--- config.mk ---
export PLATFORM = sky130hd
export DESIGN_NAME = jtvigil_romslot
export DESIGN_NICKNAME = d
export VERILOG_FILES = /design/src/rtl/jtvigil_pkg.sv /design/src/rtl/jtvigil_romslot_cache.sv /design/src/rtl/jtvigil_romslot.sv
export SDC_FILE = /design/constraint.sdc
export NUM_CORES = 1
export LEC_CHECK = 0
export CORE_AREA = 10 10 111 188
export CTS_BUF_LIST = sky130_fd_sc_hd__clkbuf_8
export DETAILED_ROUTE_END_ITERATION = 12
export DIE_AREA = 0 0 121 198
export PLACE_DENSITY = 0.83
export SYNTH_ARGS = -nofsm -noshare
export SYNTH_HDL_FRONTEND = slang
export SYNTH_SLANG_ARGS = --single-unit
--- constraint.sdc ---
create_clock -name clk -period 2.1 [get_ports clk]
set_clock_uncertainty 0.2 [all_clocks]
set_input_delay 0.42 -clock clk [delete_from_list [all_inputs] [get_ports clk]]
set_output_delay 0.42 -clock clk [all_outputs]
set_load 0.02 [all_outputs]
--- src/rtl/jtvigil_pkg.sv ---
// Shared types and helpers for the jtvigil ROM slot: FSM states, bank address
// width and the number of 16-bit SDRAM beats per slot word.
package jtvigil_pkg;

    localparam int BANK_AW = 22;

    typedef enum logic [1:0] {
        ST_IDLE = 2'd0,
        ST_REQ  = 2'd1,
        ST_WAIT = 2'd2,
        ST_FILL = 2'd3
    } state_t;

    function automatic int beats(input int dw);
        if (dw == 32) begin
            return 2;
        end else begin
            return 1;
        end
    endfunction

endpackage

--- src/rtl/jtvigil_romslot_cache.sv ---
// Two-entry tag/data store for one ROM slot: parallel hit compare with entry 0
// priority, a single fill port, round-robin victim pointer and a flush input.
module jtvigil_romslot_cache
    import jtvigil_pkg::*;
(
    input  logic               clk,
    input  logic               rst_n,
    input  logic               i_clr,
    input  logic [BANK_AW-1:0] i_wa,
    output logic               o_hit,
    output logic [31:0]        o_data,
    input  logic               i_fill_we,
    input  logic               i_fill_valid,
    input  logic [BANK_AW-1:0] i_fill_tag,
    input  logic [31:0]        i_fill_data
);

    logic [1:0]         r_valid;
    logic [BANK_AW-1:0] r_tag  [2];
    logic [31:0]        r_data [2];
    logic               r_victim;
    logic [1:0]         w_match;

    // Hit compare; entry 0 wins if both entries hold the same tag
    always_comb begin
        w_match[0] = r_valid[0] & (r_tag[0] == i_wa);
        w_match[1] = r_valid[1] & (r_tag[1] == i_wa);
        o_hit      = |w_match;
        if (w_match[0]) begin
            o_data = r_data[0];
        end else if (w_match[1]) begin
            o_data = r_data[1];
        end else begin
            o_data = 32'd0;
        end
    end

    // Entry storage; a flush overrides the valid bit written by a same-cycle fill
    always_ff @(posedge clk or negedge rst_n) begin
        if (!rst_n) begin
            r_valid  <= 2'b00;
            r_victim <= 1'b0;
            r_tag[0] <= {BANK_AW{1'b0}};
            r_tag[1] <= {BANK_AW{1'b0}};
            r_data[0] <= 32'd0;
            r_data[1] <= 32'd0;
        end else begin
            if (i_clr) begin
                r_valid <= 2'b00;
            end else if (i_fill_we) begin
                r_valid[r_victim] <= i_fill_valid;
            end
            if (i_fill_we) begin
                r_tag[r_victim]  <= i_fill_tag;
                r_data[r_victim] <= i_fill_data;
                r_victim         <= ~r_victim;
            end
        end
    end

endmodule

--- src/rtl/jtvigil_romslot.sv ---
// One ROM read slot: maps slot addresses onto SDRAM word addresses, fetches
// misses through a single bank port and serves repeats from a 2-entry cache.
module jtvigil_romslot
    import jtvigil_pkg::*;
#(
    parameter int          DW     = 32,
    parameter int          AW     = 18,
    parameter logic [21:0] OFFSET = 22'd0
) (
    input  logic               clk,
    input  logic               rst_n,
    input  logic               clr,
    input  logic               slot_cs,
    input  logic [AW-1:0]      slot_addr,
    output logic [DW-1:0]      slot_dout,
    output logic               slot_ok,
    output logic [BANK_AW-1:0] sdram_addr,
    output logic               sdram_req,
    input  logic               sdram_ack,
    input  logic               data_dst,
    input  logic               data_rdy,
    input  logic [15:0]        data_read
);

    localparam int NBEATS = beats(DW);

    state_t             r_state;
    state_t             w_state_nx;
    logic [BANK_AW-1:0] w_base;
    logic [BANK_AW-1:0] w_wa;
    logic               w_hit;
    logic               w_hit_eff;
    logic               w_miss;
    logic [31:0]        w_hit_data;
    logic [DW-1:0]      w_dout_sel;
    logic               w_fill_we;
    logic               w_fill_valid;

    logic [BANK_AW-1:0] r_sdram_addr;
    logic               r_sdram_req;
    logic               r_beat;
    logic [31:0]        r_stage;
    logic               r_clr_seen;
    logic               r_ok;
    logic [AW-1:0]      r_addr_q;
    logic [DW-1:0]      r_dout;

    if (DW != 8 && DW != 16 && DW != 32) begin : g_bad_dw
        $error("jtvigil_romslot: DW must be 8, 16 or 32");
    end

    if (DW == 8) begin : g_dw8
        assign w_base     = BANK_AW'(slot_addr >> 1);
        assign w_dout_sel = slot_addr[0] ? w_hit_data[15:8] : w_hit_data[7:0];
    end else if (DW == 16) begin : g_dw16
        assign w_base     = BANK_AW'(slot_addr);
        assign w_dout_sel = w_hit_data[15:0];
    end else begin : g_dw32
        assign w_base     = BANK_AW'({slot_addr, 1'b0});
        assign w_dout_sel = w_hit_data;
    end

    assign w_wa = w_base + OFFSET;

    jtvigil_romslot_cache u_cache (
        .clk          (clk),
        .rst_n        (rst_n),
        .i_clr        (clr),
        .i_wa         (w_wa),
        .o_hit        (w_hit),
        .o_data       (w_hit_data),
        .i_fill_we    (w_fill_we),
        .i_fill_valid (w_fill_valid),
        .i_fill_tag   (r_sdram_addr),
        .i_fill_data  (r_stage)
    );

    // A flush seen at any point of the transfer keeps the refilled entry invalid
    always_comb begin
        w_hit_eff    = w_hit & ~clr;
        w_miss       = slot_cs & ~w_hit_eff;
        w_fill_we    = (r_state == ST_FILL);
        w_fill_valid = ~(r_clr_seen | clr);
    end

    // FSM state register
    always_ff @(posedge clk or negedge rst_n) begin
        if (!rst_n) begin
            r_state <= ST_IDLE;
        end else begin
            r_state <= w_state_nx;
        end
    end

    // FSM next state
    always_comb begin
        w_state_nx = r_state;
        case (r_state)
            ST_IDLE: begin
                if (w_miss) begin
                    w_state_nx = ST_REQ;
                end else begin
                    w_state_nx = ST_IDLE;
                end
            end
            ST_REQ: begin
                if (sdram_ack) begin
                    w_state_nx = ST_WAIT;
                end else begin
                    w_state_nx = ST_REQ;
                end
            end
            ST_WAIT: begin
                if (data_rdy) begin
                    w_state_nx = ST_FILL;
                end else begin
                    w_state_nx = ST_WAIT;
                end
            end
            ST_FILL: w_state_nx = ST_IDLE;
            default: w_state_nx = ST_IDLE;
        endcase
    end

    // Bank request, beat staging and registered hit delivery
    always_ff @(posedge clk or negedge rst_n) begin
        if (!rst_n) begin
            r_sdram_req  <= 1'b0;
            r_sdram_addr <= {BANK_AW{1'b0}};
            r_beat       <= 1'b0;
            r_stage      <= 32'd0;
            r_clr_seen   <= 1'b0;
            r_ok         <= 1'b0;
            r_addr_q     <= {AW{1'b0}};
            r_dout       <= {DW{1'b0}};
        end else begin
            if (r_state == ST_IDLE && slot_cs && w_hit_eff) begin
                r_ok     <= 1'b1;
                r_addr_q <= slot_addr;
                r_dout   <= w_dout_sel;
            end else begin
                r_ok <= 1'b0;
            end
            case (r_state)
                ST_IDLE: begin
                    if (w_miss) begin
                        r_sdram_req  <= 1'b1;
                        r_sdram_addr <= w_wa;
                        r_beat       <= 1'b0;
                        r_stage      <= 32'd0;
                        r_clr_seen   <= clr;
                    end
                end
                ST_REQ: begin
                    if (clr) begin
                        r_clr_seen <= 1'b1;
                    end
                    if (sdram_ack) begin
                        r_sdram_req <= 1'b0;
                    end
                end
                ST_WAIT: begin
                    if (clr) begin
                        r_clr_seen <= 1'b1;
                    end
                    if (data_dst) begin
                        if (NBEATS == 1 || r_beat == 1'b0) begin
                            r_stage[15:0] <= data_read;
                        end else begin
                            r_stage[31:16] <= data_read;
                        end
                        r_beat <= r_beat + 1'b1;
                    end
                end
                ST_FILL: begin
                    r_beat <= 1'b0;
                end
                default: begin
                    r_beat <= 1'b0;
                end
            endcase
        end
    end

    assign sdram_req  = r_sdram_req;
    assign sdram_addr = r_sdram_addr;
    assign slot_dout  = r_dout;
    assign slot_ok    = r_ok & slot_cs & (slot_addr == r_addr_q);

endmodule

After elaboration in Yosys (flattened, before gate mapping)
Cells that the tools add are included.
Cells by class
  $add $sub $neg: 1
  bitwise logic cells: 12
  reduce and logical (&&, ||, !) cells: 18
  eq/ne operators: 12
  $lt $le $gt $ge: 4
  multiplexer cells: 32
Operators with widths (count)
  $mux W32: 5
  $bwmux W64: 1
  $pmux W32 S2: 1
  $bwmux W44: 1
  $eq A22 B19 Y1: 2
  $demux W32 S1: 1
  $mux W16: 2
  $demux W22 S1: 1
  $mux W22: 1
  $eq A18 B18 Y1: 1
  $mux W1: 10
  $ne A2 B2 Y1 const B: 5
  $reduce_and A3 Y1: 3
  $pmux W2 S4: 1
  $reduce_and A4 Y1: 2
  $reduce_bool A2 Y1: 4
  $and A1 B1 Y1: 6
  $mux W2: 3
  $eq A2 B2 Y1 const B: 2
  $logic_and A1 B1 Y1: 4
  $not A1 Y1: 4
  $pmux W1 S2: 2
  $reduce_or A2 Y1: 2
  $pmux W1 S3: 1
  other kinds (14): 14
Storage, ports and cells
  logic and storage cells: 95
  input bits: 41
  register bits: 217

Logic depth before layout (Yosys ltp)
  word-level depth: 8
  depth in mapped cells: 8

Cells and area by module
Synthesis repeated with hierarchy kept, for this count alone.
Unflattened totals
  cell total of the unflattened synthesis: 774
  area, all modules: 9932.0 µm²
By module, submodules not included
  jtvigil_romslot_cache: area an instance 5343.9 µm², cells an instance 373, instances 1
  jtvigil_romslot: area an instance 4588.2 µm², cells an instance 401, instances 1

Worst setup path before layout
OpenSTA, ideal clock, no wires.
  kind: in2reg
  start: in slot_addr[4]
  end: reg r_addr_q[10]
  stages: 7
  required time: 1.775 ns
  data arrival time: 1.897 ns
  buffers on the path: 1
  slack: -0.121 ns
  cells stage by stage: xnor2_1 > nand4_1 > nor4b_2 > a32oi_1 > nor2_1 > buf_2 > mux2_2
Between the ends
  longest elaborated chain between the ends: 5
RTL lines
  start, declared: RTL line jtvigil_romslot.sv:14  | input logic [AW-1:0] slot_addr,
  $eq A22 B19 Y1 (on tied branches): RTL line jtvigil_romslot_cache.sv:26, jtvigil_romslot_cache.sv:27
  $and A1 B1 Y1 (on tied branches): RTL line jtvigil_romslot_cache.sv:26, jtvigil_romslot_cache.sv:27
  $reduce_or A2 Y1 *: RTL line jtvigil_romslot_cache.sv:28  | o_hit = |w_match;
  $and A1 B1 Y1 *: RTL line jtvigil_romslot.sv:80  | w_hit_eff = w_hit & ~clr;
  $logic_and A1 B1 Y1 *: RTL line jtvigil_romslot.sv:137  | if (r_state == ST_IDLE && slot_cs && w_hit_eff) begin
  end signal, assigned: RTL line jtvigil_romslot.sv:134  | r_addr_q <= {AW{1'b0}};
  end signal, assigned: RTL line jtvigil_romslot.sv:139  | r_addr_q <= slot_addr;
  end, declared: RTL line jtvigil_romslot.sv:45  | logic [AW-1:0] r_addr_q;
Mark *: on every way between the ends. The rest lies on a longest branch, timed or not.
A chain may end at the register's enable or synchronous reset.

Worst setup path after layout
  start: reg r_addr_q[3]
  end: out slot_ok
Between the ends
  longest elaborated chain between the ends: 2
RTL lines
  $eq A18 B18 Y1: RTL line jtvigil_romslot.sv:188  | assign slot_ok = r_ok & slot_cs & (slot_addr == r_addr_q);
  $and A1 B1 Y1: RTL line jtvigil_romslot.sv:188
  end, declared: RTL line jtvigil_romslot.sv:16  | output logic slot_ok,
No other way between the ends.

==> run summary <==
Setup crit end kind: primary output
Failing checks: negative setup slack
First-pass GRT wire length: 37.72 mm
CP most frequent cell: nor4_2
Asr flop ratio synth: 100.0%
Starting Density: 50.78%
Reg-to-Reg End: r_addr_q[14]
Worst skew pair latency: 0.56 ns
Drt first pass iters: 4
Routed Antenna Nets: 0
Post-Layout Cell Count: 1119
CTS tree: done
Top cell type's share of synthesized area: 57.82%
Reg-to-reg slack, setup: -0.51 ns
R2r startpoint: u_cache.r_tag[16]
Slowest-stage cell, CP: dfrtp_1
Power Density: 1188 nW/um2
Crit path time final: 2.682 ns
Antenna cell count: 0
Worst IR Drop VDD: 658.1 uV
Post-Place Cell Area: 10780 um2
Routed len/inst: 21.79 um
WS Path Type: register to primary output
IO buf count: 92
Global Route Usage Sum: 20.15%
P&R area growth vs syn: 35.88%
Clock Sinks: 209
YS warnings: 0
Total gr overflow: 0
Clock-pin transition on the worst setup and hold timing paths: 0.07 ns
Hold EP: r_addr_q[3]
FF+latch count, synth: 209
Synth top area cells: dfrtp_1 58%, mux2_2 19%, xnor2_1 4.0%
Max Transition Viols Final: 0
Worst reg2reg path depth: 9
DP Cell Count: 1038
DP HPWL: 14.49 mm
Largest net degree at the start of global routing: 55
Delay-heaviest family, CP: simple AND/OR/NAND/NOR gates
Slowest stage delay, CP: 0.41 ns
CP arrival: 2.06 ns
Die area: 23960 um2
Clock buffer depth: 3
Cell Chain, Critical Path: xnor2_2 > nand4_1 > nor4_2 > nand3_1 > nor4_2 > buf_4
CTS buffer count: 30
Synth area leader: dfrtp_1
Worst Path Buf+Inv: 1
Post-synthesis sequential area ratio: 57.82%
Adder-cell share of the synthesized area: 0.5533%
Layout cells sized above 1: 38.53%
Vias in the first global route: 6923
Hold_sp: slot_addr[3]
Setup WS post-layout: -0.5823 ns
Total wire length: 24.38 mm
Compound-Gate Fraction of Synth Area: 3.140%
Unrepaired setup endpoints after global routing: yes
Mux cell area share after synthesis: 24.46%
Core Region: 17810 um2
Post-synth EDFFs: 0
Vias: 6081
Via density: 5.434
Routability cong.: 0.8186
Die width: 121 um
Count of cell types in the netlist: 38
Final Hold Fails: 0
Outcome: finished, violations left
DRC Markers: 0
Sum of negative setup slack: -40.97 ns
Root buf cell: clkbuf_8
Placement Rows: 65
Simple-gate area share of the yosys netlist: 5.229%
Min-delay worst type: input pin to register
CP startpoint kind: register
Leak pwr: 6.023 nW
Final setup vio count: 106
Die Height: 198 um
Hold path depth: 3
Max Cap Viol: 0
Syn Inst Count: 688
Initial antenna violation count: 0
Post-synthesis xor/xnor area fraction: 5.326%
Post-synthesis area per instance: 13.15 um2
Ys flop type: dfrtp_1
Overall Power: 14.60 mW
DRT iter0 DRCs: 244
Final instance area: 12290 um2
WP data required: 1.48 ns
Post-Syn Area: 9045 um2
Largest family of logic cells by synthesized area: multiplexers
H-tree depth: 1
Max FO, Critical Path: 2
Final Util: 69.01%
Final period utilization: 127.7%
Nets: 906
# IOs: 97
Achievable clock frequency: 372.8 MHz
logic make-up after synthesis:
kind of cell | after synthesis
AO/OA/AOI/OAI | 50
XOR/XNOR | 55
adder cells (fa/ha/maj) | 4
buffers and inverters | 72
flip-flops | 209
multiplexers | 200
other | 1
AND/OR/NAND/NOR | 97
worst min-delay path: cells and delay by family:
kind | cells | cell delay, ns
muxes | 1 | 0.12
buffers and inverters | 2 | 0.30
per-layer routing:
layer  vias to the layer above  share of wire [%]  GRT usage (%)
met2                       177                 54          37.17
met4                         0                5.9          11.71
met1                      3121                 36          20.59
li1                       2701                  -              -
met5                         -                  0              0
met3                        82                3.9          3.422
synthesized netlist by cell type, drive strengths merged (4+ instances only):
cell type	count
dfrtp	209
mux2	168
nand2	54
xnor2	41
inv	39
o21ai	36
mux2i	32
clkbuf	20
xor2	14
buf	13
nand4	11
nand3	10
nor2	6
nor2b	5
ha	4
nor4	4
repair_timing:
action                     CTS  global route
gates resized for setup    130            70
setup endpoints to repair  157           106
gates cloned                12             0
hold buffers                 1             0
pin swaps                   23            23
setup buffers               18             8
hold endpoints to repair   209             0
stage by stage:
step | setup slack, ns | hold slack, ns
floorplan | -0.03562 | -0.07559
global placement | -0.9486 | 0.1758
detailed placement | -0.9879 | 0.1794
CTS | -0.5990 | 0.08227
global route | -0.6994 | 0.1046
finish | -0.5823 | 0.1160
state kept, by name (all words and copies together) (netlist names), 2 cells and up, named ones only:
register,cells
r_addr_q,18
u_cache.r_tag,36
sdram_addr,18
u_cache.r_data,64
u_cache.r_valid,2
slot_dout,32
r_stage,32
power breakdown:
part           internal, mW  switching (mW)
clock                  1.91            1.57
sequential             5.18           0.855
combinational          2.65            2.44
total                  9.73            4.86
cells in the final DEF, fill, tap and decap left out, types with 3 or more instances in the layout:
cell type / Yosys / layout
nand2_1: 54 / 51
mux2_4: 0 / 61
buf_6: 1 / 15
mux2i_1: 32 / 31
xnor2_1: 41 / 23
dfrtp_1: 209 / 209
clkbuf_8: 0 / 43
clkinv_2: 0 / 9
o21ai_0: 36 / 36
buf_16: 0 / 5
mux2_2: 154 / 106
dlygate4sd2_1: 0 / 61
nor2_1: 6 / 4
nand3_1: 8 / 8
buf_12: 0 / 19
conb_1: 1 / 4
xor2_1: 14 / 14
buf_4: 7 / 37
ha_1: 4 / 4
inv_1: 39 / 42
clkdlybuf4s50_1: 0 / 23
nor2b_1: 5 / 3
xnor2_2: 0 / 18
a21oi_1: 3 / 3
dlymetal6s2s_1: 0 / 6
nand4_1: 11 / 11
cell type report:
class	count	area [um2]
clock inverter	14	93.84
inverter	39	146.4
fill	1173	5520
tap	234	292.8
timing repair buffer	171	1883
multi-input combinational	410	4066
sequential	209	5230
clock buffer	42	578.1
worst max-delay path by stage:
stage	cells after the start	start	end
floorplan	8	u_cache.r_tag[18]	sdram_addr[11]
global placement	8	slot_addr[17]	slot_dout[27]
detailed placement	9	slot_addr[4]	slot_dout[26]
CTS	6	r_addr_q[3]	slot_ok
global route	6	r_addr_q[3]	slot_ok
finish	6	r_addr_q[3]	slot_ok
Power figures use the tool's default switching activity.
